<file path="src/rtl/duck_hunt_pkg.sv">
// Shared types and default frame counts for the light-gun flash sequencer.
// Latency: n/a (types and constants only).
// Backpressure: n/a.
package duck_hunt_pkg;

    typedef enum logic [2:0] {
        IDLE  = 3'd0,
        ARM   = 3'd1,
        BLACK = 3'd2,
        WHITE = 3'd3,
        COOL  = 3'd4
    } flash_state_t;

    localparam int DEF_BLACK_FRAMES    = 1;
    localparam int DEF_WHITE_FRAMES    = 1;
    localparam int DEF_COOLDOWN_FRAMES = 4;
    localparam int DEF_FRAME_CNT_W     = 4;

endpackage

</file>
<file path="src/rtl/flash_frame_cnt.sv">
// Frame counter shared by the BLACK/WHITE/COOL phases, with a clear and a terminal-count flag.
// Latency: clear/step take effect on the next edge; tc_o is combinational from the count.
// Backpressure: none; the owner decides when to clear or step.
module flash_frame_cnt #(
    parameter int W = 4
) (
    input  logic         clk,
    input  logic         rst_n,
    input  logic         clr_i,
    input  logic         step_i,
    input  logic [W-1:0] term_i,
    output logic         tc_o
);

    logic [W-1:0] cnt_q;

    // Frame count register: clear wins over step.
    always_ff @(posedge clk or negedge rst_n) begin
        if (!rst_n) begin
            cnt_q <= '0;
        end else if (clr_i) begin
            cnt_q <= '0;
        end else if (step_i) begin
            cnt_q <= cnt_q + W'(1);
        end
    end

    assign tc_o = (cnt_q == term_i);

endmodule

</file>
<file path="src/rtl/flash_seq.sv">
// Light-gun flash sequencer: black frame(s), white-target frame(s), cooldown, then hit/miss verdict.
// Latency: flash_black rises the cycle after the first frame_start following shot_req; all outputs registered.
// Backpressure: none; shot_req while busy is discarded and flagged on req_dropped.
// Optional: FLASH_MOUSE_BYPASS_EN -- with no gun connected, a shot resolves immediately as a miss without flashing.
module flash_seq
    import duck_hunt_pkg::*;
#(
    parameter int BLACK_FRAMES    = DEF_BLACK_FRAMES,
    parameter int WHITE_FRAMES    = DEF_WHITE_FRAMES,
    parameter int COOLDOWN_FRAMES = DEF_COOLDOWN_FRAMES,
    parameter int FRAME_CNT_W     = DEF_FRAME_CNT_W
) (
    input  logic clk,
    input  logic rst_n,
    input  logic frame_start,
    input  logic shot_req,
    input  logic gun_is_connected,
    input  logic gun_photodetector,
    output logic flash_black,
    output logic flash_white,
    output logic busy,
    output logic seq_done,
    output logic target_hit,
    output logic target_miss,
    output logic req_dropped
);

    // Terminal counts per phase; the cooldown one is unused when there is no cooldown.
    localparam logic [FRAME_CNT_W-1:0] BLACK_TC = FRAME_CNT_W'(BLACK_FRAMES - 1);
    localparam logic [FRAME_CNT_W-1:0] WHITE_TC = FRAME_CNT_W'(WHITE_FRAMES - 1);
    localparam logic [FRAME_CNT_W-1:0] COOL_TC  =
        FRAME_CNT_W'((COOLDOWN_FRAMES > 0) ? COOLDOWN_FRAMES - 1 : 0);

    flash_state_t state_q, state_d;
    logic dark_seen_q, dark_seen_d;
    logic white_seen_q, white_seen_d;
    logic flash_black_q, flash_white_q, busy_q;
    logic seq_done_q, seq_done_d;
    logic hit_q, hit_d;
    logic miss_q, miss_d;
    logic drop_q, drop_d;

    logic                   cnt_clr, cnt_step, cnt_tc;
    logic [FRAME_CNT_W-1:0] cnt_term;

`ifndef FLASH_MOUSE_BYPASS_EN
    // Connection state only matters for the mouse bypass.
    logic unused_gun_conn;
    assign unused_gun_conn = gun_is_connected;
`endif

    flash_frame_cnt #(
        .W (FRAME_CNT_W)
    ) u_frame_cnt (
        .clk    (clk),
        .rst_n  (rst_n),
        .clr_i  (cnt_clr),
        .step_i (cnt_step),
        .term_i (cnt_term),
        .tc_o   (cnt_tc)
    );

    // Next state, light flags and one-cycle event pulses.
    always_comb begin
        state_d      = state_q;
        dark_seen_d  = dark_seen_q;
        white_seen_d = white_seen_q;
        seq_done_d   = 1'b0;
        hit_d        = 1'b0;
        miss_d       = 1'b0;
        cnt_clr      = 1'b0;
        cnt_step     = 1'b0;
        cnt_term     = BLACK_TC;
        drop_d       = shot_req && (state_q != IDLE);

        unique case (state_q)
            IDLE: begin
                if (shot_req) begin
`ifdef FLASH_MOUSE_BYPASS_EN
                    if (!gun_is_connected) begin
                        seq_done_d = 1'b1;
                        miss_d     = 1'b1;
                    end else begin
                        state_d = ARM;
                    end
`else
                    state_d = ARM;
`endif
                end
            end
            ARM: begin
                // A frame_start coinciding with the request was seen in IDLE, so this waits a full frame boundary.
                if (frame_start) begin
                    state_d      = BLACK;
                    cnt_clr      = 1'b1;
                    dark_seen_d  = 1'b0;
                    white_seen_d = 1'b0;
                end
            end
            BLACK: begin
                dark_seen_d = dark_seen_q | gun_photodetector;
                cnt_term    = BLACK_TC;
                if (frame_start) begin
                    if (cnt_tc) begin
                        state_d = WHITE;
                        cnt_clr = 1'b1;
                    end else begin
                        cnt_step = 1'b1;
                    end
                end
            end
            WHITE: begin
                // The last WHITE cycle still counts towards the verdict.
                white_seen_d = white_seen_q | gun_photodetector;
                cnt_term     = WHITE_TC;
                if (frame_start) begin
                    if (cnt_tc) begin
                        seq_done_d = 1'b1;
                        hit_d      = white_seen_d && !dark_seen_q;
                        miss_d     = !hit_d;
                        cnt_clr    = 1'b1;
                        state_d    = (COOLDOWN_FRAMES == 0) ? IDLE : COOL;
                    end else begin
                        cnt_step = 1'b1;
                    end
                end
            end
            COOL: begin
                cnt_term = COOL_TC;
                if (frame_start) begin
                    if (cnt_tc) begin
                        state_d = IDLE;
                    end else begin
                        cnt_step = 1'b1;
                    end
                end
            end
            default: begin
                state_d = IDLE;
            end
        endcase
    end

    // State, light flags and registered Moore outputs.
    always_ff @(posedge clk or negedge rst_n) begin
        if (!rst_n) begin
            state_q       <= IDLE;
            dark_seen_q   <= 1'b0;
            white_seen_q  <= 1'b0;
            flash_black_q <= 1'b0;
            flash_white_q <= 1'b0;
            busy_q        <= 1'b0;
            seq_done_q    <= 1'b0;
            hit_q         <= 1'b0;
            miss_q        <= 1'b0;
            drop_q        <= 1'b0;
        end else begin
            state_q       <= state_d;
            dark_seen_q   <= dark_seen_d;
            white_seen_q  <= white_seen_d;
            flash_black_q <= (state_d == BLACK);
            flash_white_q <= (state_d == WHITE);
            busy_q        <= (state_d != IDLE);
            seq_done_q    <= seq_done_d;
            hit_q         <= hit_d;
            miss_q        <= miss_d;
            drop_q        <= drop_d;
        end
    end

    assign flash_black = flash_black_q;
    assign flash_white = flash_white_q;
    assign busy        = busy_q;
    assign seq_done    = seq_done_q;
    assign target_hit  = hit_q;
    assign target_miss = miss_q;
    assign req_dropped = drop_q;

endmodule

</file>
<file path="config.mk">
export PLATFORM = sky130hd
export DESIGN_NAME = flash_seq
export DESIGN_NICKNAME = d
export VERILOG_FILES = /design/src/rtl/duck_hunt_pkg.sv /design/src/rtl/flash_frame_cnt.sv /design/src/rtl/flash_seq.sv
export SDC_FILE = /design/constraint.sdc
export NUM_CORES = 1
export LEC_CHECK = 0
export ABC_AREA = 1
export CAP_MARGIN = 20
export CORE_ASPECT_RATIO = 0.75
export CORE_MARGIN = 3
export CORE_UTILIZATION = 30
export CTS_BUF_LIST = sky130_fd_sc_hd__clkbuf_2
export DETAILED_ROUTE_END_ITERATION = 6
export SYNTH_ARGS = -nofsm -noshare
export SYNTH_HDL_FRONTEND = slang
export SYNTH_SLANG_ARGS = --single-unit
</file>
<file path="constraint.sdc">
create_clock -name clk -period 2.5 [get_ports clk]
set_input_delay 0.5 -clock clk [delete_from_list [all_inputs] [get_ports clk]]
set_output_delay 0.5 -clock clk [all_outputs]
set_load 0.005 [all_outputs]
</file>
# --- Word level (Yosys, flattened, before mapping) ---
# Cells that the tools add are included.
# Widths: inputs -> output; s select.
op_classes:
  add_sub_neg: 1
  n_mul: 0
  n_div: 0
  magnitude_cmp: 0
  eq_ne: 8
  shift: 0
  mux: 29
  bitwise_logic: 2
  n_reduce_logical: 14
op_table:
  columns: ["cell", "n"]
  rows:
  - ["$mux 3", 8]
  - ["$pmux 3 s5", 1]
  - ["$mux 1", 14]
  - ["$eq 3x2->1 const B", 4]
  - ["$mux 4", 2]
  - ["$pmux 1 s2", 3]
  - ["$reduce_bool 2->1", 3]
  - ["$reduce_bool 3->1", 2]
  - ["$add 4x1->4 const B", 1]
  - ["$eq 4x2->1", 1]
  - ["$reduce_and 2->1", 2]
  - ["$eq 3x1->1 const B", 1]
  - ["$eq 3x3->1 const B", 1]
  - ["$logic_not 3->1", 1]
  - ["$reduce_or 3->1", 1]
  - ["$logic_and 1x1->1", 2]
  - ["$logic_not 1->1", 2]
  - ["$mux 2", 1]
  - ["$ne 2x2->1 const B", 1]
  - ["$or 1x1->1", 2]
  - ["$reduce_or 2->1", 1]
totals:
  reg_bits: 16
  latch_bits: 0
  ram_bits: 0
  mem_bits_ro: 0
  in_bits: 6
  output_inout_bits: 7
  n_memories: 0

# --- Depth between registers and ports, before layout ---
logic_depth:
  depth_word: 8
  depth_mapped: 10

# --- Hierarchy ---
# A second synthesis with hierarchy kept.
hier_totals:
  cells_unflattened: 96
  area_unflattened_um2: 783.3
modules_own_cells:
  columns: ["module", "instances", "cells_each", "area_per_inst_um2", "seq_area_each_um2"]
  rows:
  - ["flash_seq", 1, 65, 535.5, 300.3]
  - ["flash_frame_cnt", 1, 31, 247.7, 100.1]

# --- Worst setup path before layout ---
# OpenSTA, ideal clock, no wires.
synth_path:
  kind: "reg-to-reg"
  startpoint: "register state_q[0]"
  endpoint: "register flash_white_q (netlist: flash_white)"
  setup_ps: 113
  t_arrival_ps: 1093
  required_time_ps: 2387
  slack_ps: 1294
  path_stages_with_launch: 9
  path_buffers: 0
  synth_period_minus_slack_ps: 1206
  path_cell_list: "dfrtp_1 nor2_2 nand3_1 nand2_2 nand3_2 a21oi_2 inv_2 nand2_1 inv_1"
synth_via:
  elab_chain_cells: 7
synth_rtl:
  columns: ["element", "line", "text"]
  rows:
  - ["start: declaration", "flash_seq.sv:34", "flash_state_t state_q, state_d;"]
  - ["start signal: assignment", "flash_seq.sv:158", "state_q <= state_d;"]
  - ["$eq 3x3->1", "flash_seq.sv:76", "unique case (state_q)"]
  - ["$mux 2", "flash_seq.sv:76", null]
  - ["$eq 4x2->1", "flash_frame_cnt.sv:28", "assign tc_o = (cnt_q == term_i);"]
  - ["$mux 3 (on tied branches)", "flash_seq.sv:131, flash_seq.sv:104, flash_seq.sv:117", null]
  - ["$mux 3 (on tied branches)", "flash_seq.sv:130, flash_seq.sv:103, flash_seq.sv:116", null]
  - ["$pmux 3 s5 *", "flash_seq.sv:76", null]
  - ["via state_d[1]", "flash_seq.sv:34", null]
  - ["$eq 3x2->1 *", "flash_seq.sv:162", "flash_white_q <= (state_d == WHITE);"]
  - ["end signal: assignment", "flash_seq.sv:162", null]
  - ["end: declaration", "flash_seq.sv:37", "logic flash_black_q, flash_white_q, busy_q;"]
# The timed path passes the listed nets; every way through them passes the cells marked *.
# A chain may end at the register's enable or synchronous reset.

# --- Worst setup path after layout ---
layout_path:
  startpoint: "register drop_q (netlist: req_dropped)"
  endpoint: "output req_dropped"
layout_rtl:
  columns: ["element", "line", "text"]
  rows:
  - ["start: declaration", "flash_seq.sv:41", "logic drop_q, drop_d;"]
  - ["start signal: assignment", "flash_seq.sv:167", "drop_q <= drop_d;"]
  - ["end: declaration", "flash_seq.sv:25", "output logic req_dropped"]
# No word-level cell between the ends.

==> results.sh <==
export IMPL_drc=0
export IMPL_path_max_fanout=1
export IMPL_synthAdderAreaFrac=0.0157
export IMPL_drive_gt1_frac=0.174
export IMPL_routed_wl_um=1430
export IMPL_numCtsBuffers=3
export IMPL_synth_edf_count=0
export IMPL_ys_flop_type="dfrtp_1"
export IMPL_dpl_hpwl_um=1140
export IMPL_final_util=0.402
export IMPL_grt_antenna_before_repair=0
export IMPL_synth_seq_cells=16
export IMPL_track_usage=0.105
export IMPL_cts_sinks=16
export IMPL_slowest_stage="clkdlybuf4s50_1"
export IMPL_slew_headroom=0.523
export IMPL_synth_compound_area_frac=0.0567
export IMPL_root_buffer="clkbuf_2"
export IMPL_power_density_mw_per_mm2=1030
export IMPL_clk_latency_ns=0.30
export IMPL_cp_slowest_stage_delay_ns=0.50
export IMPL_cp_depth=1
export IMPL_crit_family="buffers and inverters"
export IMPL_p_total_uw=990
export IMPL_synth_top_family_by_area="simple AND/OR/NAND/NOR gates"
export IMPL_async_flop_share=1.00
export IMPL_syn_avg_cell_area_um2=8.45
export IMPL_cts_tree="done"
export IMPL_reg2reg_slack_ns=1.14
export IMPL_hold_buffers=0
export IMPL_nets=117
export IMPL_fin_area_um2=966
export IMPL_h_tree_depth=1
export IMPL_startpoint="req_dropped"
export IMPL_seq_area_frac_synth=0.504
export IMPL_area_growth_pct=21.6
export IMPL_status="finished, final reports clean"
export IMPL_grt_pass1_vias=577
export IMPL_switchingPower_uw=425
export IMPL_synth_xor_area_share=0.0220
export IMPL_path_cells="clkdlybuf4s50_1"
export IMPL_rows=15
export IMPL_tightest_slew_ns=0.713
export IMPL_critPathArrivalTime_ns=1.17
export IMPL_post_cts_repair_setup_buffers=0
export IMPL_hp_start="dark_seen_q"
export IMPL_finalMaxSlewViolations=0
export IMPL_r2r_start="state_q[2]"
export IMPL_pwr_share_clk=0.117
export IMPL_fp_dieH_um=50.6
export IMPL_gr_total_overflow=0
export IMPL_clk_pin_slew_ns=0.16
export IMPL_rr_endpoint="flash_black"
export IMPL_period_minus_slack_ns=1.67
export IMPL_finalCritPeriodShare=0.666
export IMPL_syn_num_nets=101
export IMPL_skew_ns=0.0224
export IMPL_rsz0062_at_grt="no"
export IMPL_required_ns=2.00
export IMPL_cts_buffer_depth=2
export IMPL_min_path_type="flip-flop to flip-flop"
export IMPL_drt_initial_drc_count=31
export IMPL_holdWs_ns=0.486
export IMPL_start_util=0.331
export IMPL_fmax_mhz=600
export IMPL_p_sw_frac=0.429
export IMPL_synth_area_um2=795
export IMPL_p_int_uw=565
export IMPL_yosysTopAreaCellShare=0.504
export IMPL_p_leak_nw=0.517
export IMPL_setup_viol=0
export IMPL_ys_types=22
export IMPL_p_seq_frac=0.404
export IMPL_synth_cells=94
export IMPL_ctsResizeCount=0
export IMPL_detailed_place_area_um2=947
export IMPL_crit_path_start_kind="flip-flop"
export IMPL_cp_endpoint="req_dropped"
export IMPL_via_count=637
export IMPL_synthMuxAreaShare=0
export IMPL_hold_violations=0
export IMPL_ys_warn_count=0
export IMPL_grt_pass1_wl_um=2610
export IMPL_ir_drop_uv=555
export IMPL_endpoint_kind="output port"
export IMPL_ys_top_cells_by_count="dfrtp_1 (16), nand2_1 (15), inv_1 (13)"
export IMPL_yosys_top_cells_area="dfrtp_1 (50%), nand2_1 (7.1%), inv_1 (6.1%), nor2_1 (5.7%), nand2_2 (4.7%)"
export IMPL_diodes=0
export IMPL_critPathKind="flip-flop to output port"
export IMPL_rr_worst_depth=6
export IMPL_core_area_mm2=0.00240
export IMPL_synthSimpleGateAreaFrac=0.321
export IMPL_gp_congestion=0.791
export IMPL_io_pins=13
export IMPL_wire_per_inst_um=9.99
export IMPL_dieArea_mm2=0.00331
export IMPL_fin_setup_tns_ns=0
export IMPL_maxCapViolCount=0
export IMPL_port_buffers=11
export IMPL_drt_pass1_iterations=4
export IMPL_path_buf_inv=1
export IMPL_die_w_um=65.4
export IMPL_yosysTopAreaCell="dfrtp_1"
export IMPL_combPwrFrac=0.478
export IMPL_routed_via_density=4.45
export IMPL_ant_nets=0
export IMPL_yosysMostFrequentCell="dfrtp_1"
export IMPL_grt_max_degree=17
==> registers in the layout (all words and copies together) (netlist names) <==
register           count
u_frame_cnt.cnt_q      4
busy                   1
req_dropped            1
target_miss            1
seq_done               1
white_seen_q           1
flash_black            1
dark_seen_q            1
flash_white            1
state_q                3
target_hit             1
==> cell families (layout without fill, tap and decap cells) <==
| kind of cell | count (synthesis) | in the layout |
|---|---|---|
| compound gates | 7 | 7 |
| buf+inv | 17 | 32 |
| flops | 16 | 16 |
| simple gates | 51 | 51 |
| fa+ha+maj | 1 | 1 |
| xor+xnor | 2 | 2 |
==> per-stage QoR <==
stage                     instances  setup WS (ns)
after floorplan                  94           1.29
after global placement          139          0.712
after detailed placement        139          0.679
after CTS                       143          0.808
after global routing            143          0.782
final                           143          0.834
==> placed cells by master, fill, tap and decap left out <==
master and n:
dfrtp_1 16, xor2_1 1, ha_1 1, nand2_2 6, nand2_1 15, nand3_1 6, xnor2_1 1, nor2_1 12
o21ai_1 1, nor2_4 1, clkinv_1 2, nand4_1 5, a21oi_2 1, o21ai_0 1, a21oi_1 2, clkbuf_2 3
a22o_1 1, inv_1 13, inv_2 3, a21boi_0 1, nand3_2 2, nor3_1 1, clkdlybuf4s50_1 11, nor2_2 3
==> area by class of cell <==
| class | count | area [um2] |
|---|---|---|
| Timing Repair Buffer | 11 | 110 |
| Tap cell | 34 | 42.5 |
| Fill cell | 255 | 1440 |
| Sequential cell | 16 | 400 |
| Multi-Input combinational cell | 61 | 330 |
| Inverter | 17 | 63.8 |
| Clock buffer | 3 | 15.0 |
| Clock inverter | 1 | 3.75 |
==> layer usage <==
| metal | vias to the layer above | GRT usage | part of all wire |
|---|---|---|---|
| met5 | - | 0 | 0 |
| met4 | 0 | 0.0207 | 0.013 |
| met3 | 2 | 0.0470 | 0.049 |
| met2 | 18 | 0.150 | 0.41 |
| met1 | 287 | 0.147 | 0.53 |
| li1 | 330 | - | - |
==> how the worst min path moves through the flow <==
stage,endpoint,cells after the start,slack (ns)
2_1_floorplan,busy,0,0.20
3_3_place_gp,target_hit,1,0.47
3_5_place_dp,target_hit,1,0.48
4_1_cts,target_hit,1,0.50
5_1_grt,target_hit,1,0.53
6_report,target_hit,1,0.49
==> power by group through the flow <==
stage	clock, mW	combinational [mW]	sequential, mW
floorplan	0	0.337	0.400
global placement	0	0.474	0.404
detailed placement	0	0.480	0.407
CTS	0.124	0.482	0.401
global route	0.134	0.545	0.412
finish	0.116	0.474	0.400
Note: power is estimated with default switching activity, not from simulation.
